==> src/rtl/usb_rx_pkg.sv <==
// Shared definitions for the USB receive control unit: FSM states,
// PID byte values, decoded packet codes and the SYNC pattern.
package usb_rx_pkg;

    typedef enum logic [3:0] {
        IDLE,
        SYNC_WAIT,
        SYNC_CHK,
        PID_WAIT,
        PID_CHK,
        TOKEN_WAIT,
        DATA_WAIT,
        STORE,
        EOP_WAIT,
        DONE,
        ERR,
        ERR_IDLE
    } state_t;

    localparam logic [7:0] SYNC_BYTE = 8'h80;

    localparam logic [7:0] PID_OUT   = 8'hE1;
    localparam logic [7:0] PID_IN    = 8'h69;
    localparam logic [7:0] PID_DATA0 = 8'hC3;
    localparam logic [7:0] PID_DATA1 = 8'h4B;
    localparam logic [7:0] PID_ACK   = 8'hD2;
    localparam logic [7:0] PID_NAK   = 8'h5A;

    localparam logic [2:0] PKT_NONE  = 3'd0;
    localparam logic [2:0] PKT_OUT   = 3'd1;
    localparam logic [2:0] PKT_IN    = 3'd2;
    localparam logic [2:0] PKT_DATA0 = 3'd3;
    localparam logic [2:0] PKT_DATA1 = 3'd4;
    localparam logic [2:0] PKT_ACK   = 3'd5;
    localparam logic [2:0] PKT_NAK   = 3'd6;

    // Map a received PID byte to its packet code; PKT_NONE means the byte
    // failed the nibble-complement check or is not a supported PID.
    function automatic logic [2:0] pid_decode(input logic [7:0] pid);
        logic [2:0] code;
        code = PKT_NONE;
        if (pid[7:4] == ~pid[3:0]) begin
            case (pid)
                PID_OUT:   code = PKT_OUT;
                PID_IN:    code = PKT_IN;
                PID_DATA0: code = PKT_DATA0;
                PID_DATA1: code = PKT_DATA1;
                PID_ACK:   code = PKT_ACK;
                PID_NAK:   code = PKT_NAK;
                default:   code = PKT_NONE;
            endcase
        end
        return code;
    endfunction

endpackage

==> src/rtl/usb_rx_rcu.sv <==
// USB receive control unit: tracks SYNC/PID/payload/EOP of an incoming
// packet, strobes payload bytes into the RX FIFO and flags errors.
module usb_rx_rcu
    import usb_rx_pkg::*;
#(
    parameter int MAX_BYTES = 64
) (
    input  logic       clk,
    input  logic       rst,
    input  logic       d_edge,
    input  logic       eop,
    input  logic       shift_enable,
    input  logic       byte_received,
    input  logic [7:0] rcv_data,
    input  logic [6:0] buffer_occupancy,
    output logic       rcving,
    output logic       enable_timer,
    output logic       w_enable,
    output logic       flush,
    output logic       rx_data_ready,
    output logic       rx_error,
    output logic [2:0] rx_packet
);

    state_t     r_state;
    state_t     w_state_next;
    logic [1:0] r_tok_cnt;
    logic [1:0] w_tok_cnt_next;
    logic       r_rcving;
    logic       r_flush;
    logic       r_rdy;
    logic       r_err;
    logic       w_err_next;
    logic       w_flush_next;
    logic [2:0] r_pkt;
    logic [2:0] w_pkt_next;
    logic       w_eop_hit;
    logic       w_room;
    logic [2:0] w_pid_code;

    // An SE0 only counts once the bit timer samples it, and it outranks a
    // byte completing in the same cycle.
    assign w_eop_hit  = eop & shift_enable;
    assign w_room     = ({25'd0, buffer_occupancy} < $unsigned(MAX_BYTES));
    assign w_pid_code = pid_decode(rcv_data);

    // Next-state and next-output logic for the packet-framing FSM.
    always_comb begin
        w_state_next   = r_state;
        w_tok_cnt_next = r_tok_cnt;
        w_err_next     = r_err;
        w_pkt_next     = r_pkt;
        w_flush_next   = 1'b0;
        case (r_state)
            IDLE: begin
                if (d_edge) begin
                    w_state_next = SYNC_WAIT;
                    w_err_next   = 1'b0;
                end
            end
            SYNC_WAIT: begin
                if (w_eop_hit)          w_state_next = ERR;
                else if (byte_received) w_state_next = SYNC_CHK;
            end
            SYNC_CHK: begin
                w_state_next = (rcv_data == SYNC_BYTE) ? PID_WAIT : ERR;
            end
            PID_WAIT: begin
                if (w_eop_hit)          w_state_next = ERR;
                else if (byte_received) w_state_next = PID_CHK;
            end
            PID_CHK: begin
                if (w_pid_code == PKT_NONE) begin
                    w_state_next = ERR;
                end else begin
                    w_pkt_next = w_pid_code;
                    case (w_pid_code)
                        PKT_OUT, PKT_IN: begin
                            w_state_next   = TOKEN_WAIT;
                            w_tok_cnt_next = 2'd0;
                        end
                        PKT_DATA0, PKT_DATA1: begin
                            w_state_next = DATA_WAIT;
                            w_flush_next = 1'b1;
                        end
                        default: w_state_next = EOP_WAIT;
                    endcase
                end
            end
            TOKEN_WAIT: begin
                // Token payload (address/endpoint/CRC5) is two bytes and is
                // deliberately not forwarded to the FIFO.
                if (w_eop_hit) begin
                    w_state_next = ERR;
                end else if (byte_received) begin
                    if (r_tok_cnt == 2'd1) begin
                        w_state_next   = EOP_WAIT;
                        w_tok_cnt_next = 2'd0;
                    end else begin
                        w_tok_cnt_next = r_tok_cnt + 2'd1;
                    end
                end
            end
            DATA_WAIT: begin
                if (w_eop_hit)          w_state_next = DONE;
                else if (byte_received) w_state_next = STORE;
            end
            STORE: begin
                w_state_next = w_room ? DATA_WAIT : ERR;
            end
            EOP_WAIT: begin
                if (w_eop_hit)          w_state_next = DONE;
                else if (byte_received) w_state_next = ERR;
            end
            DONE: begin
                w_state_next = IDLE;
            end
            ERR: begin
                if (w_eop_hit) w_state_next = ERR_IDLE;
            end
            ERR_IDLE: begin
                if (d_edge) begin
                    w_state_next = SYNC_WAIT;
                    w_err_next   = 1'b0;
                end
            end
            default: w_state_next = IDLE;
        endcase
        if (w_state_next == ERR) w_err_next = 1'b1;
    end

    // State register; outputs are registered from the next state so they
    // line up with the state they belong to.
    always_ff @(posedge clk) begin
        if (rst) begin
            r_state   <= IDLE;
            r_tok_cnt <= 2'd0;
            r_rcving  <= 1'b0;
            r_flush   <= 1'b0;
            r_rdy     <= 1'b0;
            r_err     <= 1'b0;
            r_pkt     <= PKT_NONE;
        end else begin
            r_state   <= w_state_next;
            r_tok_cnt <= w_tok_cnt_next;
            r_rcving  <= !((w_state_next == IDLE) || (w_state_next == DONE) ||
                           (w_state_next == ERR_IDLE));
            r_flush   <= w_flush_next;
            r_rdy     <= (w_state_next == DONE);
            r_err     <= w_err_next;
            r_pkt     <= w_pkt_next;
        end
    end

    // The write strobe depends on FIFO room sampled during STORE itself.
    assign w_enable      = (r_state == STORE) && w_room;
    assign rcving        = r_rcving;
    assign enable_timer  = r_rcving;
    assign flush         = r_flush;
    assign rx_data_ready = r_rdy;
    assign rx_error      = r_err;
    assign rx_packet     = r_pkt;

endmodule
==> config.mk <==
export PLATFORM = sky130hd
export DESIGN_NAME = usb_rx_rcu
export DESIGN_NICKNAME = d
export VERILOG_FILES = /design/src/rtl/usb_rx_pkg.sv /design/src/rtl/usb_rx_rcu.sv
export SDC_FILE = /design/constraint.sdc
export NUM_CORES = 1
export LEC_CHECK = 0
export ABC_AREA = 0
export BUFFER_PORTS_ARGS = -buffer_cell sky130_fd_sc_hd__buf_4
export CAP_MARGIN = 10
export CELL_PAD_IN_SITES_DETAIL_PLACEMENT = 0
export CELL_PAD_IN_SITES_GLOBAL_PLACEMENT = 1
export CORE_ASPECT_RATIO = 0.9
export CORE_UTILIZATION = 36
export DETAILED_ROUTE_END_ITERATION = 16
export PLACE_DENSITY_LB_ADDON = 0.1
export RECOVER_POWER = 50
export SLEW_MARGIN = 30
export SYNTH_ARGS = -nofsm -noshare
export SYNTH_HDL_FRONTEND = slang
export SYNTH_SLANG_ARGS = --single-unit
==> constraint.sdc <==
create_clock -name clk -period 2.8 [get_ports clk]
set_clock_uncertainty 0.1 [all_clocks]
set_input_delay 0.84 -clock clk [delete_from_list [all_inputs] [get_ports clk]]
set_output_delay 0.84 -clock clk [all_outputs]
set_load 0.02 [all_outputs]
# After elaboration in Yosys (flattened, before gate mapping)
# Cells that the tools add are included.
[totals] register_bits=13 input_bits=21 out_inout_bits=9 wordCells=90
[classes] n_addsub=1 order_cmp=1 eq_ne=30 muxes=30 bitwise_logic=4 n_reduce_logical=17
[op_table] op="2-to-1 mux 4 bit" n=16
[op_table] op="one-hot mux 4 bit (10 select lines)" n=1
[op_table] op="equality test 8 bit (second input constant)" n=4
[op_table] op="equality test 4 bit (second input constant)" n=6
[op_table] op="equality test 8 x 7 -> 1 bit (second input constant)" n=3
[op_table] op="one-hot mux 3 bit (6 select lines)" n=1
[op_table] op="equality test 4 x 3 -> 1 bit (second input constant)" n=4
[op_table] op="2-to-1 mux 2 bit" n=5
[op_table] op="equality test 4 x 2 -> 1 bit (second input constant)" n=2
[op_table] op="logical NOT 4 bit" n=2
[op_table] op="inequality test 2 bit (second input constant)" n=4
[op_table] op="one-hot mux 4 bit (2 select lines)" n=1
[op_table] op="< comparator 7 bit (second input constant)" n=1
[op_table] op="equality test 3 x 2 -> 1 bit (second input constant)" n=2
[op_table] op="nonzero test 2 bit" n=3
[op_table] op="OR reduction 2 bit" n=3
[op_table] op="AND reduction 5 bit" n=1
[op_table] op="equality test 4 x 1 -> 1 bit (second input constant)" n=1
[op_table] op="equality test 4 bit" n=1
[op_table] op="2-to-1 mux 1 bit" n=4
[op_table] op="NOT 4 bit" n=1
[op_table] op="one-hot mux 2 bit (2 select lines)" n=1
[op_table] op="AND reduction 2 bit" n=2
[op_table] op="equality test 3 x 1 -> 1 bit (second input constant)" n=1
[op_table] op="other kinds (11)" n=13

# Depth between registers and ports, before layout
[depth] depth_word=12 mapped_depth=7 mapped_depth_nobuf=6

# Worst setup path before layout
# No wires, ideal clock.
[synth_path] path_type="input to register" start="in rcv_data[2]" end="reg r_err, in the netlist rx_error" setup_time_ps=71 arrival_time_ps=2150 required_time_ps=2629 path_slack_ps=479 cell_stages=6 n_path_buf=0 cell_sequence="nand2b_1 > or2_1 > a21oi_1 > o2111a_2 > or3b_1 > a21oi_1"
[synth_via] elab_chain_cells=11 elab_cells_between_ends=27 cone_classes="eq/ne (13); mux (7); bitwise (1); reduce/logical (6)"
[synth_rtl] element="start: declaration" line_no="usb_rx_rcu.sv:14" source="input logic [7:0] rcv_data,"
[synth_rtl] element="equality test 8 x 7 -> 1 bit (tied with other cells)" line_no="usb_rx_pkg.sv:43" source="case (pid)"
[synth_rtl] element="one-hot mux 3 bit (6 select lines) / equality test 4 bit (equally long branches)" line_no="usb_rx_pkg.sv:43, usb_rx_pkg.sv:42"
[synth_rtl] element="2-to-1 mux 3 bit" line_no="usb_rx_pkg.sv:42" source="if (pid[7:4] == ~pid[3:0]) begin"
[synth_rtl] element="equality test 3 x 2 -> 1 bit (tied with other cells)" line_no="usb_rx_rcu.sv:77" source="case (w_pid_code)"
[synth_rtl] element="OR reduction 2 bit" line_no="usb_rx_rcu.sv:77"
[synth_rtl] element="one-hot mux 4 bit (2 select lines)" line_no="usb_rx_rcu.sv:77"
[synth_rtl] element="2-to-1 mux 4 bit" line_no="usb_rx_rcu.sv:73" source="if (w_pid_code == PKT_NONE) begin"
[synth_rtl] element="one-hot mux 4 bit (10 select lines) (*)" line_no="usb_rx_rcu.sv:54" source="case (r_state)"
[synth_rtl] element="equality test 4 bit (*)" line_no="usb_rx_rcu.sv:129" source="if (w_state_next == ERR) w_err_next = 1'b1;"
[synth_rtl] element="nonzero test 2 bit (no line)"
[synth_rtl] element="AND reduction 2 bit (no line)"
[synth_rtl] element="end signal: assignment" line_no="usb_rx_rcu.sv:150" source="r_err <= w_err_next;"
[synth_rtl] element="end: declaration" line_no="usb_rx_rcu.sv:32" source="logic r_err;"
# Every way passes the cells marked *; elsewhere a longest branch is shown, timed or not.
# A chain may end at the register's enable or synchronous reset.

# Worst setup path in the final report
[layout_path] start="reg r_state[2]" end="out w_enable"
[layout_via] elab_chain_cells=2
[layout_rtl] element="start: declaration" line_no="usb_rx_rcu.sv:25" source="state_t r_state;"
[layout_rtl] element="start signal: assignment" line_no="usb_rx_rcu.sv:144" source="r_state <= w_state_next;"
[layout_rtl] element="equality test 4 x 3 -> 1 bit" line_no="usb_rx_rcu.sv:156" source="assign w_enable = (r_state == STORE) && w_room;"
[layout_rtl] element="logical AND 1 bit" line_no="usb_rx_rcu.sv:156"
[layout_rtl] element="end: declaration" line_no="usb_rx_rcu.sv:18" source="output logic w_enable,"
# Every way passes these cells.

==> impl_results.md <==
- Status: completed
- Clock Latency Late Sink: 0.28 ns
- Nets: 173
- Setup violators final: 0
- Setup bufs post-CTS: 0
- Largest net degree at the start of global routing: 18
- Hold endpoint: r_tok_cnt[1]
- Detail Placement HPWL: 1870 um
- Slew margin rel.: 65.9%
- Crit Path Max Fanout: 14
- Hold_sp: r_tok_cnt[1]
- RR Endpoint: rx_packet[1]
- Synth Area per Inst: 7.92 um^2
- Yosys warns: 0
- Initial antenna violation count: 0
- # rows: 17
- Placement-stage cell area: between 1000 and 1500 um^2
- N_diodes: 0
- FFs w/ async S/R, synth: 0%
- Clock buffer count from CTS: 3
- Period utilization: 91.4%
- Critical Path End Type: output pin
- Cts repair resizes: 0
- CP startpoint kind: register
- Final instance area: roughly 1200 um^2
- Setup_tns: 0 ns
- Top FF cell, synth: dfxtp_1
- DRT Wirelength: 2460 um
- Hold Path Class: reg2reg
- DRC: 0
- Multi-input logic area: 706 um^2
- Critical path required time: approximately 1.9 ns
- DR pass1 iterations: 4
- Core footprint: 2570 um^2
- Die area: 3060 um^2
- Yosys cell types: just over 50
- Area Growth Syn to Fin: 17.6%
- GRT overflow: 0
- Clock transition at path regs: 0.08 ns
- Routability-driven placement congestion ratio: ~0.81
- Highest clock rate: 0.391 GHz
- Pwr dens: about 450 nW/um^2
- Placed cells: 185
- R2R Setup Slk: 0.49 ns
- Seq/Total Area, Yosys: 25.5%
- Die Wd: 58.2 um
- Initial core utilization: 39.7%
- Worst-Margin Slew: 0.508 ns
- I/O pins: 30
- #FFs+latches synth: 13
- Leak pwr: approximately 0.43 nW
- RSZ-0062 raised after global routing: no
- Worst Hold Depth: 2
- CTS Sinks: 13
- CP Class: reg2out
- CTS tree: done
- CTS Hold Bufs: 0
- R2R cell count: 6
- Antenna viol nets, final: 0
- Number of flops mapped to enable cells by yosys: 0
- Die height: 52.6 um
- Sequential Area: around 260 um^2
- # port buffers: 23
- Worst R2R Start: r_state[2]
- Cell count after synthesis: 129
- VDD IR max: 0.309 mV
- Fin cells: between 150 and 200
- CTS max path bufs: 2
- H-tree Lvls: 1
- Synth Cell Area: 1020 um^2
- Wire length per cell: 13.0 um
- Vias per cell: 5.50
- Max-cap violations: 0
- Worst EP arrival: 1.62 ns
- Via Count: 1039
- Syn nets: 150
- CTS root buf: clkbuf_4
- Max-slew violation count: 0
- Layout cells sized above 1: 18.5%
- Number of global-route vias before repair: 916
- Final worst path period need: 2.56 ns
- Iter 0 DRT Violations: 63
- Fin. Hold Viols: 0
- Total GRT Usage: 17.5%
- First-pass GRT wire length: 4020 um
- Fillers: about 280
## cell type report
type	count	area share, %
tap	38	3.95
sequential	13	21.6
multi-input combinational	107	58.7
clock buffer	3	1.87
timing repair buffer	25	12.8
inverter	2	0.624
clock inverter	1	0.416
## cells in the mapped netlist (3+ instances only)
master | instances | area share [%]
nor2b_1 | 6 | 3.7
nand2_1 | 6 | 2.2
dfxtp_1 | 13 | 25
clkbuf_1 | 3 | 1.1
a21oi_1 | 10 | 4.9
nand3b_1 | 4 | 2.9
nand2b_1 | 5 | 3.1
nor3b_1 | 3 | 2.2
nand3_1 | 6 | 2.9
buf_2 | 3 | 1.5
nor2_1 | 10 | 3.7
nor3_1 | 3 | 1.5
o21ai_0 | 5 | 2.4
a31oi_1 | 3 | 1.8
nand4bb_1 | 3 | 3.3
## worst max-delay path, cell delays in order (launching register included)
cell and delay (ns):
dfxtp_1 0.60, nor2b_1 0.28, and3b_1 0.21, and2_1 0.12, buf_4 0.13
## registers in the layout (all words and copies together) (netlist names)
signal / flops
enable_timer: 1
flush: 1
r_tok_cnt: 2
rx_error: 1
rx_packet: 3
rx_data_ready: 1
r_state: 4
## worst max path at each step
stage | start | slack (ns) | cells past startpoint | endpoint
final | r_state[2] | 0.24 | 4 | w_enable
after global routing | r_state[2] | 0.11 | 4 | w_enable
after CTS | r_state[2] | 0.25 | 4 | w_enable
after detailed placement | rcv_data[4] | 0.24 | 7 | enable_timer
after global placement | rcv_data[1] | 0.23 | 7 | enable_timer
after floorplan | rcv_data[2] | 0.48 | 6 | rx_error
## kinds of logic after synthesis
family                 after synthesis  share of synthesized area [%]
AO/OA/AOI/OAI                       34                           21.9
flip-flops                          13                           25.5
buffers and inverters                9                           4.04
AND/OR/NAND/NOR                     70                           46.0
XOR/XNOR                             3                           2.57
## per-stage QoR
step                util, %  hold slack, ns  power (W)  setup slack (ns)
floorplan                 -           0.317   0.000380             0.479
global placement       47.5           0.328   0.000440             0.225
detailed placement     47.5           0.338   0.000442             0.239
CTS                    48.6           0.349   0.000557             0.246
global route           46.7           0.368   0.000572             0.113
finish                 46.7           0.342   0.000536             0.240
## power by group
group | switching [W] | internal [W] | total, W
sequential | 0.0000348 | 0.000202 | 0.000237
clock | 0.0000621 | 0.0000530 | 0.000115
combinational | 0.000100 | 0.0000840 | 0.000184
total | 0.000197 | 0.000339 | 0.000536
## placed cells by master (no fill, tap or decap), types with 3 or more instances in the layout
| cell type | n |
|---|---|
| a31oi_1 | 3 |
| clkbuf_1 | 9 |
| clkbuf_4 | 3 |
| a21oi_1 | 10 |
| nor3b_1 | 3 |
| nand2b_1 | 5 |
| nor3_1 | 4 |
| nor2b_1 | 6 |
| nand3b_1 | 4 |
| nand3_1 | 6 |
| nand2_1 | 6 |
| o21ai_0 | 6 |
| buf_4 | 16 |
| nand4bb_1 | 3 |
| dfxtp_1 | 13 |
| nor2_1 | 10 |
## layer usage
layer	wire [um]	share of wire [%]	global-route usage (%)	vias up
met5	0	0	0	-
met4	35	1.4	7.14	0
met3	96	3.9	1.48	5
met2	995	40	26.1	30
met1	1340	54	25.8	479
li1	-	-	-	525
Power figures use the tool's default switching activity.
